**config.mk**
```make
export PLATFORM = sky130hd
export DESIGN_NAME = clap_detector
export DESIGN_NICKNAME = d
export VERILOG_FILES = /design/src/rtl/clap_pkg.sv /design/src/rtl/energy_hysteresis.sv /design/src/rtl/clap_detector.sv
export SDC_FILE = /design/constraint.sdc
export NUM_CORES = 1
export LEC_CHECK = 0
export CAP_MARGIN = 15
export CORE_MARGIN = 8
export CORE_UTILIZATION = 44
export CTS_BUF_LIST = sky130_fd_sc_hd__clkbuf_16
export DETAILED_ROUTE_END_ITERATION = 8
export PLACE_DENSITY = 0.87
export REMOVE_ABC_BUFFERS = 1
export SLEW_MARGIN = 25
export SYNTH_ARGS = -nofsm -noshare
export SYNTH_HDL_FRONTEND = slang
export SYNTH_SLANG_ARGS = --single-unit
export TNS_END_PERCENT = 20
```
**constraint.sdc**
```tcl
create_clock -name clock -period 2.9 [get_ports clock]
set_input_delay 0.725 -clock clock [delete_from_list [all_inputs] [get_ports clock]]
set_output_delay 0.725 -clock clock [all_outputs]
set_load 0.01 [all_outputs]
```
**src/rtl/clap_pkg.sv**
```systemverilog
// Shared types, defaults and sizing helper for the double-clap detector.
package clap_pkg;

  typedef enum logic [2:0] {
    IDLE,
    HIGH1,
    GAP,
    HIGH2,
    COOLDOWN
  } clap_state_e;

  localparam int unsigned DEF_ENERGY_WIDTH    = 32;
  localparam int unsigned DEF_ON_THRESHOLD    = 1000;
  localparam int unsigned DEF_OFF_THRESHOLD   = 500;
  localparam int unsigned DEF_MAX_CLAP_FRAMES = 4;
  localparam int unsigned DEF_MIN_GAP_FRAMES  = 3;
  localparam int unsigned DEF_MAX_GAP_FRAMES  = 20;
  localparam int unsigned DEF_COOLDOWN_FRAMES = 8;

  // Counter must hold the largest of the frame limits, plus one spare bit.
  function automatic int unsigned cnt_width(input int unsigned a,
                                            input int unsigned b,
                                            input int unsigned c);
    int unsigned m;
    m = a;
    if (b > m) m = b;
    if (c > m) m = c;
    return $clog2(m) + 1;
  endfunction

endpackage

```
**src/rtl/energy_hysteresis.sv**
```systemverilog
// Combinational loud/quiet classifier for one energy frame.
module energy_hysteresis #(
  parameter int unsigned ENERGY_WIDTH = 32
) (
  input  logic [ENERGY_WIDTH-1:0] energy_data,
  input  logic [ENERGY_WIDTH-1:0] on_threshold,
  input  logic [ENERGY_WIDTH-1:0] off_threshold,
  output logic                    hi,
  output logic                    lo
);

  // Frames between the thresholds report neither; the FSM keeps its sense.
  assign hi = (energy_data >= on_threshold);
  assign lo = (energy_data <  off_threshold);

endmodule

```
**src/rtl/clap_detector.sv**
```systemverilog
// Recognises two short loud bursts separated by a bounded quiet gap and
// toggles the light on each such double clap.
module clap_detector
  import clap_pkg::*;
#(
  parameter int unsigned ENERGY_WIDTH    = DEF_ENERGY_WIDTH,
  parameter int unsigned ON_THRESHOLD    = DEF_ON_THRESHOLD,
  parameter int unsigned OFF_THRESHOLD   = DEF_OFF_THRESHOLD,
  parameter int unsigned MAX_CLAP_FRAMES = DEF_MAX_CLAP_FRAMES,
  parameter int unsigned MIN_GAP_FRAMES  = DEF_MIN_GAP_FRAMES,
  parameter int unsigned MAX_GAP_FRAMES  = DEF_MAX_GAP_FRAMES,
  parameter int unsigned COOLDOWN_FRAMES = DEF_COOLDOWN_FRAMES,
  parameter logic        LIGHT_INIT      = 1'b0
) (
  input  logic                    clock,
  input  logic                    resetn,
  input  logic [ENERGY_WIDTH-1:0] energy_data,
  input  logic                    energy_valid,
  output logic                    energy_ready,
  output logic                    light,
  output logic                    clap_pulse
);

  localparam int unsigned CW = cnt_width(MAX_CLAP_FRAMES, MAX_GAP_FRAMES, COOLDOWN_FRAMES);

  localparam logic [ENERGY_WIDTH-1:0] ON_TH  = ENERGY_WIDTH'(ON_THRESHOLD);
  localparam logic [ENERGY_WIDTH-1:0] OFF_TH = ENERGY_WIDTH'(OFF_THRESHOLD);
  localparam logic [CW-1:0] MAX_CLAP = CW'(MAX_CLAP_FRAMES);
  localparam logic [CW-1:0] MIN_GAP  = CW'(MIN_GAP_FRAMES);
  localparam logic [CW-1:0] MAX_GAP  = CW'(MAX_GAP_FRAMES);
  localparam logic [CW-1:0] COOLDOWN_LEN = CW'(COOLDOWN_FRAMES);
  localparam logic [CW-1:0] CNT_ONE  = CW'(1);

  clap_state_e   state_q, state_d;
  logic [CW-1:0] cnt_q, cnt_d, cnt_inc;
  logic          ready_q, ready_d;
  logic          light_q, light_d;
  logic          pulse_q, pulse_d;
  logic          hi, lo, accept;

  energy_hysteresis #(
    .ENERGY_WIDTH (ENERGY_WIDTH)
  ) u_hyst (
    .energy_data   (energy_data),
    .on_threshold  (ON_TH),
    .off_threshold (OFF_TH),
    .hi            (hi),
    .lo            (lo)
  );

  assign accept  = energy_valid && ready_q;
  assign cnt_inc = (cnt_q == '1) ? cnt_q : cnt_q + CNT_ONE;
  assign ready_d = 1'b1;

  always_comb begin
    state_d = state_q;
    cnt_d   = cnt_q;
    light_d = light_q;
    pulse_d = 1'b0;
    if (accept) begin
      unique case (state_q)
        IDLE: begin
          if (hi) begin
            state_d = HIGH1;
            cnt_d   = CNT_ONE;
          end
        end
        HIGH1: begin
          if (lo) begin
            state_d = GAP;
            cnt_d   = CNT_ONE;
          end else if (cnt_q == MAX_CLAP) begin
            state_d = COOLDOWN;
            cnt_d   = '0;
          end else begin
            cnt_d = cnt_inc;
          end
        end
        GAP: begin
          // A burst arriving too early restarts the sequence as a new clap 1.
          if (hi) begin
            state_d = (cnt_q >= MIN_GAP) ? HIGH2 : HIGH1;
            cnt_d   = CNT_ONE;
          end else if (cnt_q == MAX_GAP) begin
            state_d = IDLE;
            cnt_d   = '0;
          end else begin
            cnt_d = cnt_inc;
          end
        end
        HIGH2: begin
          if (lo) begin
            light_d = ~light_q;
            pulse_d = 1'b1;
            state_d = COOLDOWN;
            cnt_d   = '0;
          end else if (cnt_q == MAX_CLAP) begin
            state_d = COOLDOWN;
            cnt_d   = '0;
          end else begin
            cnt_d = cnt_inc;
          end
        end
        COOLDOWN: begin
          if (!lo) begin
            cnt_d = '0;
          end else if (cnt_inc == COOLDOWN_LEN) begin
            state_d = IDLE;
            cnt_d   = '0;
          end else begin
            cnt_d = cnt_inc;
          end
        end
        default: begin
          state_d = IDLE;
          cnt_d   = '0;
        end
      endcase
    end
  end

  always_ff @(posedge clock or negedge resetn) begin
    if (!resetn) begin
      state_q <= IDLE;
      cnt_q   <= '0;
      ready_q <= 1'b0;
      light_q <= LIGHT_INIT;
      pulse_q <= 1'b0;
    end else begin
      state_q <= state_d;
      cnt_q   <= cnt_d;
      ready_q <= ready_d;
      light_q <= light_d;
      pulse_q <= pulse_d;
    end
  end

  assign energy_ready = ready_q;
  assign light        = light_q;
  assign clap_pulse   = pulse_q;

endmodule

```
==> metrics <==
share of post-route cells with drive strength above 1=10.0%; Hold Vio Cnt, Final=0; worst vdd ir=0.545 mV; die area=4160 um^2; initial antenna violation count=0; drt initial violations=44; critical path class=input pin to flop; asr flop ratio synth=100%; multi-input gate area in the final layout=704 um^2; Detailed Routing Iterations Pass 1=4; dominant cells by area after synthesis=dfrtp_1, a21oi_1, nand2_1, and3_1, nor4_1; first-pass GRT wire length=5.10 mm; Setup Buffers After CTS=0; Final min period=2.66 ns; Hold/Removal Path Class=flop to flop; normalized max-slew margin=59.6%; synthesized area per cell=8.54 um^2; Crit Reg-Reg Startpoint=cnt_q[0]; Register Area=300 um^2; clock root buffer=clkbuf_16; XOR/XNOR Fraction of Synth Area=0.847%; Netlist cell types=47; Core ar.=2210 um^2; Bufs on Longest Clock Path=2; vias per cell=5.98; vias=1,125; mapped cell area=1030 um^2; worst-margin pin slew=0.598 ns; # port buffers=35; Final Wtd Congestion=0.905; site row count=17; Die X=64.5 um; Post-Synth Adder-Cell Area=2.42%; post_cts resized=0; filler instances=197; Util after Layout=68.3%; Setup Total Neg Slack=0 ns; Sink Count=12; final setup fails=0; sequential fraction of the synthesis area=29.1%; crit path from=energy_data[5]; # diodes=0; multiplexer share of the synthesized area=3.51%; maximum clock rate=376 MHz; Main synth FF type=dfrtp_1; CTS tree=yes; P_sw=336 uW; clock latency on the worst-skew pair=0.24 ns; largest net degree at the start of global routing=13; Final Net Count=198; reg2reg path depth=8; die height=64.5 um; PwrDens=596 nW/um^2; Hold WS=0.461 ns; outcome=complete, no violations; count of flip-flops with a built-in enable after synthesis=0; grt total ovfl=0; Syn Inst Count=121; Worst setup SP type=input pin; Top Ports=38; post-synth top area share=29.1%; Flop pwr share=29.8%; worst clock skew=0.000799 ns; Synth top cells by count=a21oi_1, dfrtp_1, nand2_1; period utilisation layout=91.8%; Avg WL per Cell=16.2 um; hold-fix buffers at CTS=0; DRT antenna net count=0; CTS buffer count=3; Clock Pin Slew Worst Setup and Hold Paths=0.04 ns; CP Data Arrival Time=2.77 ns; r2r setup slk=0.62 ns; Final Instance Count excl. Fillers=188; Post-Synth Simple-Gate Area=32.0%; Pint=565 uW; Clk pwr share=28.2%; Routed WL=3.04 mm; reg2reg end=state_q[1]; P&R area growth vs syn=46.1%; Max Slew Vio Count=0; vias in the first global route=1,093; Detail Placement HPWL=2.50 mm; Initial Util=46.7%; MaxCap Viol Count=0; synthesis-stage register bit count=12; cell taking the most area after synthesis=dfrtp_1; largest family of logic cells by synthesized area=simple AND/OR/NAND/NOR gates; Comb pwr share=42.0%; drt drc=0; yosys warns=0; post-synthesis compound-gate area fraction=29.1%; Inst Count DP=184; count leader, synth=a21oi_1; switching share of total power=37.3%; RSZ-0062 raised after global routing=no; Pleak=0.627 nW; crit path capture=state_q[1]; Max H-tree Level=1; Worst Path Required=3.01 ns; overall routing resource usage=14.9%; crit path capture type=flop; crit-path max FO=4
metal layers:
metal / vias up / wire length [um] / global-route usage [%]
li1: 549 / - / -
met1: 515 / 1190 / 17.4
met2: 57 / 1610 / 26.3
met3: 4 / 215 / 4.30
met4: 0 / 18 / 3.00
met5: - / 0 / 0
worst min path at each step:
stage,startpoint,end,slack (ns),cells past startpoint
detailed placement,light,light,0.46,1
floorplan,resetn,clap_pulse,0.43,0
finish,light,light,0.46,1
CTS,light,light,0.47,1
global placement,light,light,0.46,1
global route,light,light,0.49,1
sequential cells by signal, indices dropped and copies added, names as in the netlist:
| signal | cells |
|---|---|
| clap_pulse | 1 |
| cnt_q | 6 |
| energy_ready | 1 |
| light | 1 |
| state_q | 3 |
area by class of cell:
type	count	share of cell area [%]
Multi-Input combinational cell	102	46.6
Timing Repair Buffer	39	25.2
Sequential cell	12	19.9
Inverter	3	0.746
Clock inverter	1	0.249
Clock buffer	3	4.97
Tap cell	28	2.32
logic make-up after synthesis:
kind of cell | count (synthesis)
and+or+nand+nor | 53
DFF | 12
other | 1
buffers and inverters | 7
muxes | 3
adders and majority gates | 2
AOI/OAI and AO/OA | 42
xor gates and xnor gates | 1
cells in the final DEF (no fill, tap or decap), types with 5 or more instances in the layout:
| cell type | synthesis | routed |
|---|---|---|
| a21oi_1 | 14 | 14 |
| and3_1 | 5 | 5 |
| clkdlybuf4s50_1 | 0 | 35 |
| dfrtp_1 | 12 | 12 |
| nand2_1 | 10 | 10 |
| nor2_1 | 7 | 7 |
| nor4_1 | 5 | 5 |
| o21ai_0 | 6 | 6 |
critical path, cell delays in order:
cell and delay [ns]:
clkdlybuf4s50_1 0.45, and4_1 0.30, nand2_1 0.16, a41oi_1 0.51
o2111ai_1 0.32, o21ai_0 0.22, o21ai_1 0.09
through the flow:
stage / instance area, um^2 / setup WS (ns) / total power, mW
after floorplan: 1020 / 0.411 / 0.510
after global placement: 1430 / 0.0108 / 0.620
after detailed placement: 1430 / -0.0186 / 0.639
after CTS: 1510 / 0.251 / 0.895
after global routing: 1510 / 0.145 / 0.971
final: 1510 / 0.239 / 0.901
power groups by stage:
stage	logic, mW	registers, mW	clock network (mW)
2_1_floorplan	0.261	0.249	0
3_3_place_gp	0.356	0.265	0
3_5_place_dp	0.370	0.269	0
4_1_cts	0.372	0.267	0.256
5_1_grt	0.425	0.278	0.268
6_report	0.378	0.268	0.254
Power figures use the tool's default switching activity.
==> edit 1: new RTL, same settings <==
Re-encode `clap_state_e` (5 states) as one-hot, 5 bits wide.
--- a/src/rtl/clap_pkg.sv
+++ b/src/rtl/clap_pkg.sv
@@ -1,12 +1,12 @@
 // Shared types, defaults and sizing helper for the double-clap detector.
 package clap_pkg;
 
-  typedef enum logic [2:0] {
-    IDLE,
-    HIGH1,
-    GAP,
-    HIGH2,
-    COOLDOWN
+  typedef enum logic [4:0] {
+    IDLE     = 5'b00001,
+    HIGH1    = 5'b00010,
+    GAP      = 5'b00100,
+    HIGH2    = 5'b01000,
+    COOLDOWN = 5'b10000
   } clap_state_e;
 
   localparam int unsigned DEF_ENERGY_WIDTH    = 32;
Formal check against the unedited RTL: same outputs for any inputs over 10 cycles, from zero or initial values and one cycle with resetn low; not proved beyond that.
==> edit 1 against the original RTL <==
- first-iteration DRC count increased by 45%
- combinational power decreased by 9.3%
- sequential cell count increased by 2
- non-clock buffer count increased by 2
- synthesized area increased by 10%
- count of clock-buffer cells in the layout unchanged
- total power decreased by 1.7%
- wire length increased by 13%
- cell area increased by 7.7%
- worst setup slack improved by 0.050 ns
- largest cell class unchanged
==> edit 1: results (changes against the original RTL) <==
status completed; critical-path maximum fanout 4 (unchanged); Detailed Route Iter0 Violations 64 (+45%); initial antenna violation count 0 (unchanged); nets@finish 216 (+9.1%); most frequent cells after synthesis 13 x dfrtp_1, 13 x nand2_1, 11 x nor2_1, 10 x o21ai_0, 9 x nor3_1; Area contributors post-synth dfrtp_1 29%, nor4_2 4.4%, o21ai_0 4.4%; Clk pin slew, worst setup/hold paths 0.05 ns; post-synthesis xor/xnor area fraction 2.305% (+1.5 points); DP HPWL 2800 µm (+12%); Worst Path Arrival 2.74 ns (-0.03 ns); layout cell share with drive strength beyond 1 11.80% (+1.8 points); R2R cell count 8 (unchanged); post-synthesis cell type count 48 (+2.1%); area share of fa/ha/maj cells after synthesis 2.195% (-0.23 points); CTS buffer count 3 (unchanged); ys flop type dfrtp_1; Slew @ Worst Pin 0.6400 ns (+0.04244 ns); Yosys warnings 0 (unchanged); Synth async-reset ratio 100.0% (unchanged); top flop regs cnt_q (6), state_q (5); fillers 223 (+13%); Clock Latency Late Sink 0.25 ns; First-pass DRT Iterations 4 (unchanged); Peak VDD IR 415.8 µV (-24%); H-Tree Depth 1 (unchanged); WHS Path Cells 1 (unchanged); Post-CTS Setup Repair Bufs 0 (unchanged); Max clock buf depth 2 (unchanged); skew final 0.001324 ns (+0.0005241 ns); global-route wire length before repair 5823 µm (+14%); Buffers on Ports 35 (unchanged); P_leak 0.6698 nW (+6.9%); Synth Area in Compound Gates 24.70% (-4.4 points); Seq/Total Area, Yosys 30.85% (+1.8 points); Hold Path Class reg -> reg; vias in the first global route 1276 (+17%); post-CTS resize count 0 (unchanged); # diodes 0 (unchanged); RePlAce Congestion 0.8835 (-2.4%); mux cell area share after synthesis 0.9879% (-2.5 points); via count 1229 (+9.2%); drt wl/cell 16.58 µm (+2.5%); CTS Root Cell clkbuf_16; GRT Overall Usage 16.60% (+1.7 points); largest net degree at the start of global routing 15 (+2)
## edit 1: worst paths after layout
kind | start | endpoint | slack (ns)
max in group asynchronous | resetn | cnt_q[4] | 1.61
min reg2reg | light | light | 0.47
max reg2reg | cnt_q[0] | state_q[1] | 0.48
min in group asynchronous | resetn | state_q[4] | 0.88
max | energy_data[25] | state_q[1] | 0.29
min | light | light | 0.47
## edit 1: where the power goes
group / total [W] / switching (W) / leakage (nW) / internal (W)
logic: 0.000343 / 0.000181 / 0.445 / 0.000162
clock network: 0.000268 / 0.0000848 / 0.0385 / 0.000183
registers: 0.000274 / 0.0000435 / 0.186 / 0.000231
total: 0.000885 / 0.000309 / 0.670 / 0.000576
## edit 1: final cells by class
cell class	instances	area (µm²)	area share [%]
Inverter	4	15.01	0.9231
Multi-Input combinational cell	115	748.2	46.00
Clock inverter	1	3.754	0.2308
Clock buffer	3	75.07	4.615
Timing Repair Buffer	41	395.4	24.31
Tap cell	30	37.54	2.308
Sequential cell	14	351.6	21.62
## edit 1: through the flow
step                utilization [%]  power [W]  cells  setup slack (ns)  instance area (µm²)
floorplan                         -  0.0004900    133            0.5375                 1115
global placement              62.47  0.0005991    204           0.04766                 1548
detailed placement            62.47  0.0006122    204           0.03870                 1548
CTS                           65.66  0.0008824    208            0.2931                 1627
global route                  65.66  0.0009342    208            0.1676                 1627
finish                        65.66  0.0008852    208            0.2888                 1627
## edit 1: routing by layer
metal  global-route usage, %  part of all wire (%)  wire, µm
met4                   5.744                  0.90        31
met2                   30.82                    55      1892
met1                   18.05                    42      1431
met5                       0                     0         0
met3                   3.356                   2.7        92
## edit 1: worst max-delay path, cell delays in order
cell and delay [ns]:
clkdlybuf4s50_1 0.41, nor4_1 0.38, o211ai_1 0.17, or2_1 0.30
a221oi_4 0.37, nand2_1 0.13, a22o_1 0.25
## edit 1: cells by family after synthesis
| family | after synthesis |
|---|---|
| muxes | 1 |
| AOI/OAI and AO/OA | 39 |
| adders and majority gates | 2 |
| and+or+nand+nor | 69 |
| xor gates and xnor gates | 3 |
| DFF | 14 |
| buffers and inverters | 8 |
| other | 1 |
==> edit 2: new RTL, config.mk and constraints unchanged <==
Without the edit above. `DEF_COOLDOWN_FRAMES`: 8 -> 7.
--- a/src/rtl/clap_pkg.sv
+++ b/src/rtl/clap_pkg.sv
@@ -15,7 +15,7 @@
   localparam int unsigned DEF_MAX_CLAP_FRAMES = 4;
   localparam int unsigned DEF_MIN_GAP_FRAMES  = 3;
   localparam int unsigned DEF_MAX_GAP_FRAMES  = 20;
-  localparam int unsigned DEF_COOLDOWN_FRAMES = 8;
+  localparam int unsigned DEF_COOLDOWN_FRAMES = 7;
 
   // Counter must hold the largest of the frame limits, plus one spare bit.
   function automatic int unsigned cnt_width(input int unsigned a,
Formal check against the unedited RTL: same outputs for any inputs over 10 cycles, from zero or initial values and one cycle with resetn low; that may be too few to reach the edited logic, so the function may still have changed.
==> edit 2 against the original RTL <==
- sequential cell count unchanged
- synthesized area increased by 0.97%
- total power is 11% lower
- critical path depth unchanged
- hold slack improved by 0.011 ns
- worst setup slack improved by 0.067 ns
- count of clock-buffer cells in the layout is the same
- cell area is 0.99% lower
- combinational power down 19%
- wire length fell by 4.9%
==> edit 2: results (changes against the original RTL) <==
Area contributors post-synth dfrtp_1 29%, nor4_4 8.2%, o211ai_2 3.6%; Slew HR 64.35% (+4.7 points); Layout Cells excl Fill 170 (-9.6%); reg2reg start cnt_q[0]; initial antenna violation count 0 (unchanged); CP top delay family simple AND/OR/NAND/NOR gates; largest net degree at the start of global routing 13 (unchanged); Hold Path Class reg -> reg; CP max stage delay 0.46 ns (-0.05 ns); top flop regs cnt_q (6), state_q (3); DP HPWL 2439 µm (-2.6%); reg2reg end cnt_q[3]; Peak VDD IR 455.4 µV (-16%); R2R Setup Slk 0.72 ns (+0.10 ns); WHS Path Cells 1 (unchanged); Mapped Cells 105 (-13%); Slowest-stage cell, CP clkdlybuf4s50_1; global-route wire length before repair 5016 µm (-1.6%); Post-CTS Setup Repair Bufs 0 (unchanged); Clock Latency Late Sink 0.24 ns (about the same); drt wl/cell 17.01 µm (+5.2%); max_cap viols 0 (unchanged); Synth Area in Compound Gates 29.98% (+0.92 points); final hold vios 0 (unchanged); H-Tree Depth 1 (unchanged); via count 1030 (-8.4%); Synth async-reset ratio 100.0% (unchanged); Buffers on Ports 35 (unchanged); post-CTS resize count 0 (unchanged); # diodes 0 (unchanged); ys flop type dfrtp_1; Yosys warnings 0 (unchanged); post-synthesis xor/xnor area fraction 2.518% (+1.7 points); layout cell share with drive strength beyond 1 16.20% (+6.2 points); R2R cell count 8 (unchanged); nets@finish 180 (-9.1%); RePlAce Congestion 0.8587 (-5.1%); Clk pin slew, worst setup/hold paths 0.04 ns (about the same); DP Area 1416 µm² (-1.0%); Worst Path Arrival 2.71 ns (-0.06 ns); critical-path maximum fanout 8 (+4); Seq/Total Area, Yosys 28.78% (-0.28 points); critical hold path startpoint light; CTS buffer count 3 (unchanged); status completed; Min-Delay Endpoint light; area share of fa/ha/maj cells after synthesis 2.398% (-0.023 points); Setup WS pre-CTS 0.05795 ns (+0.07650 ns); hold_ws 0.4717 ns (+0.01070 ns); mux cell area share after synthesis 0.9592% (-2.6 points); GRT Overall Usage 14.84% (-0.028 points); Detailed Route Iter0 Violations 37 (-16%); vias in the first global route 1157 (+5.9%); skew final 0.0004979 ns (-0.0003015 ns); P_leak 0.5745 nW (-8.3%); post-synthesis cell type count 48 (+2.1%); most frequent cells after synthesis 12 x dfrtp_1, 8 x nand2_1, 7 x nor2_1, 6 x a21oi_1, 6 x inv_1
edit 2: changes by cell type in the layout (fill, tap and decap cells not counted), sizes merged, moves of 4 or more:
cell    unedited run  this run
o211ai             2         6
buf                4         0
o21a               4         0
a21oi             14         6
edit 2: layout make-up:
type                       instances  area (µm²)
sequential                        12       300.3
multi-input combinational         85       708.2
inverter                           6       22.52
clock buffer                       3       75.07
tap                               28       35.03
fill                             178       738.2
timing repair buffer              35       350.3
clock inverter                     1       3.754
edit 2: worst max path at each step:
stage                               start       end  slack, ns  cells past startpoint
after floorplan           energy_data[14]  cnt_q[0]       0.67                      6
after global placement    energy_data[31]  cnt_q[0]        0.1                      7
after detailed placement  energy_data[14]  cnt_q[0]       0.06                      7
after CTS                 energy_data[14]  cnt_q[0]       0.30                      7
after global routing      energy_data[30]  cnt_q[0]       0.19                      7
final                     energy_data[14]  cnt_q[0]       0.31                      7
edit 2: kinds of logic (layout without fill, tap and decap cells):
group / count (synthesis) / in the layout
simple gates: 43 / 43
buf+inv: 8 / 45
mux: 1 / 1
flops: 12 / 12
xor+xnor: 3 / 3
other cells: 1 / 1
fa+ha+maj: 2 / 2
compound gates: 35 / 35
edit 2: where the power goes:
| group | total (W) | internal, W | switching (W) |
|---|---|---|---|
| Combinational | 0.000307 | 0.000149 | 0.000158 |
| Clock | 0.000251 | 0.000181 | 0.0000699 |
| Sequential | 0.000241 | 0.000197 | 0.0000440 |
| Total | 0.000799 | 0.000527 | 0.000272 |
edit 2: metal layers:
layer	global-route usage, %	vias to the layer above	wire [µm]
li1	-	482	-
met1	15.45	491	1071
met2	25.96	48	1545
met3	3.436	9	163
met4	10.08	0	111
met5	0	-	0
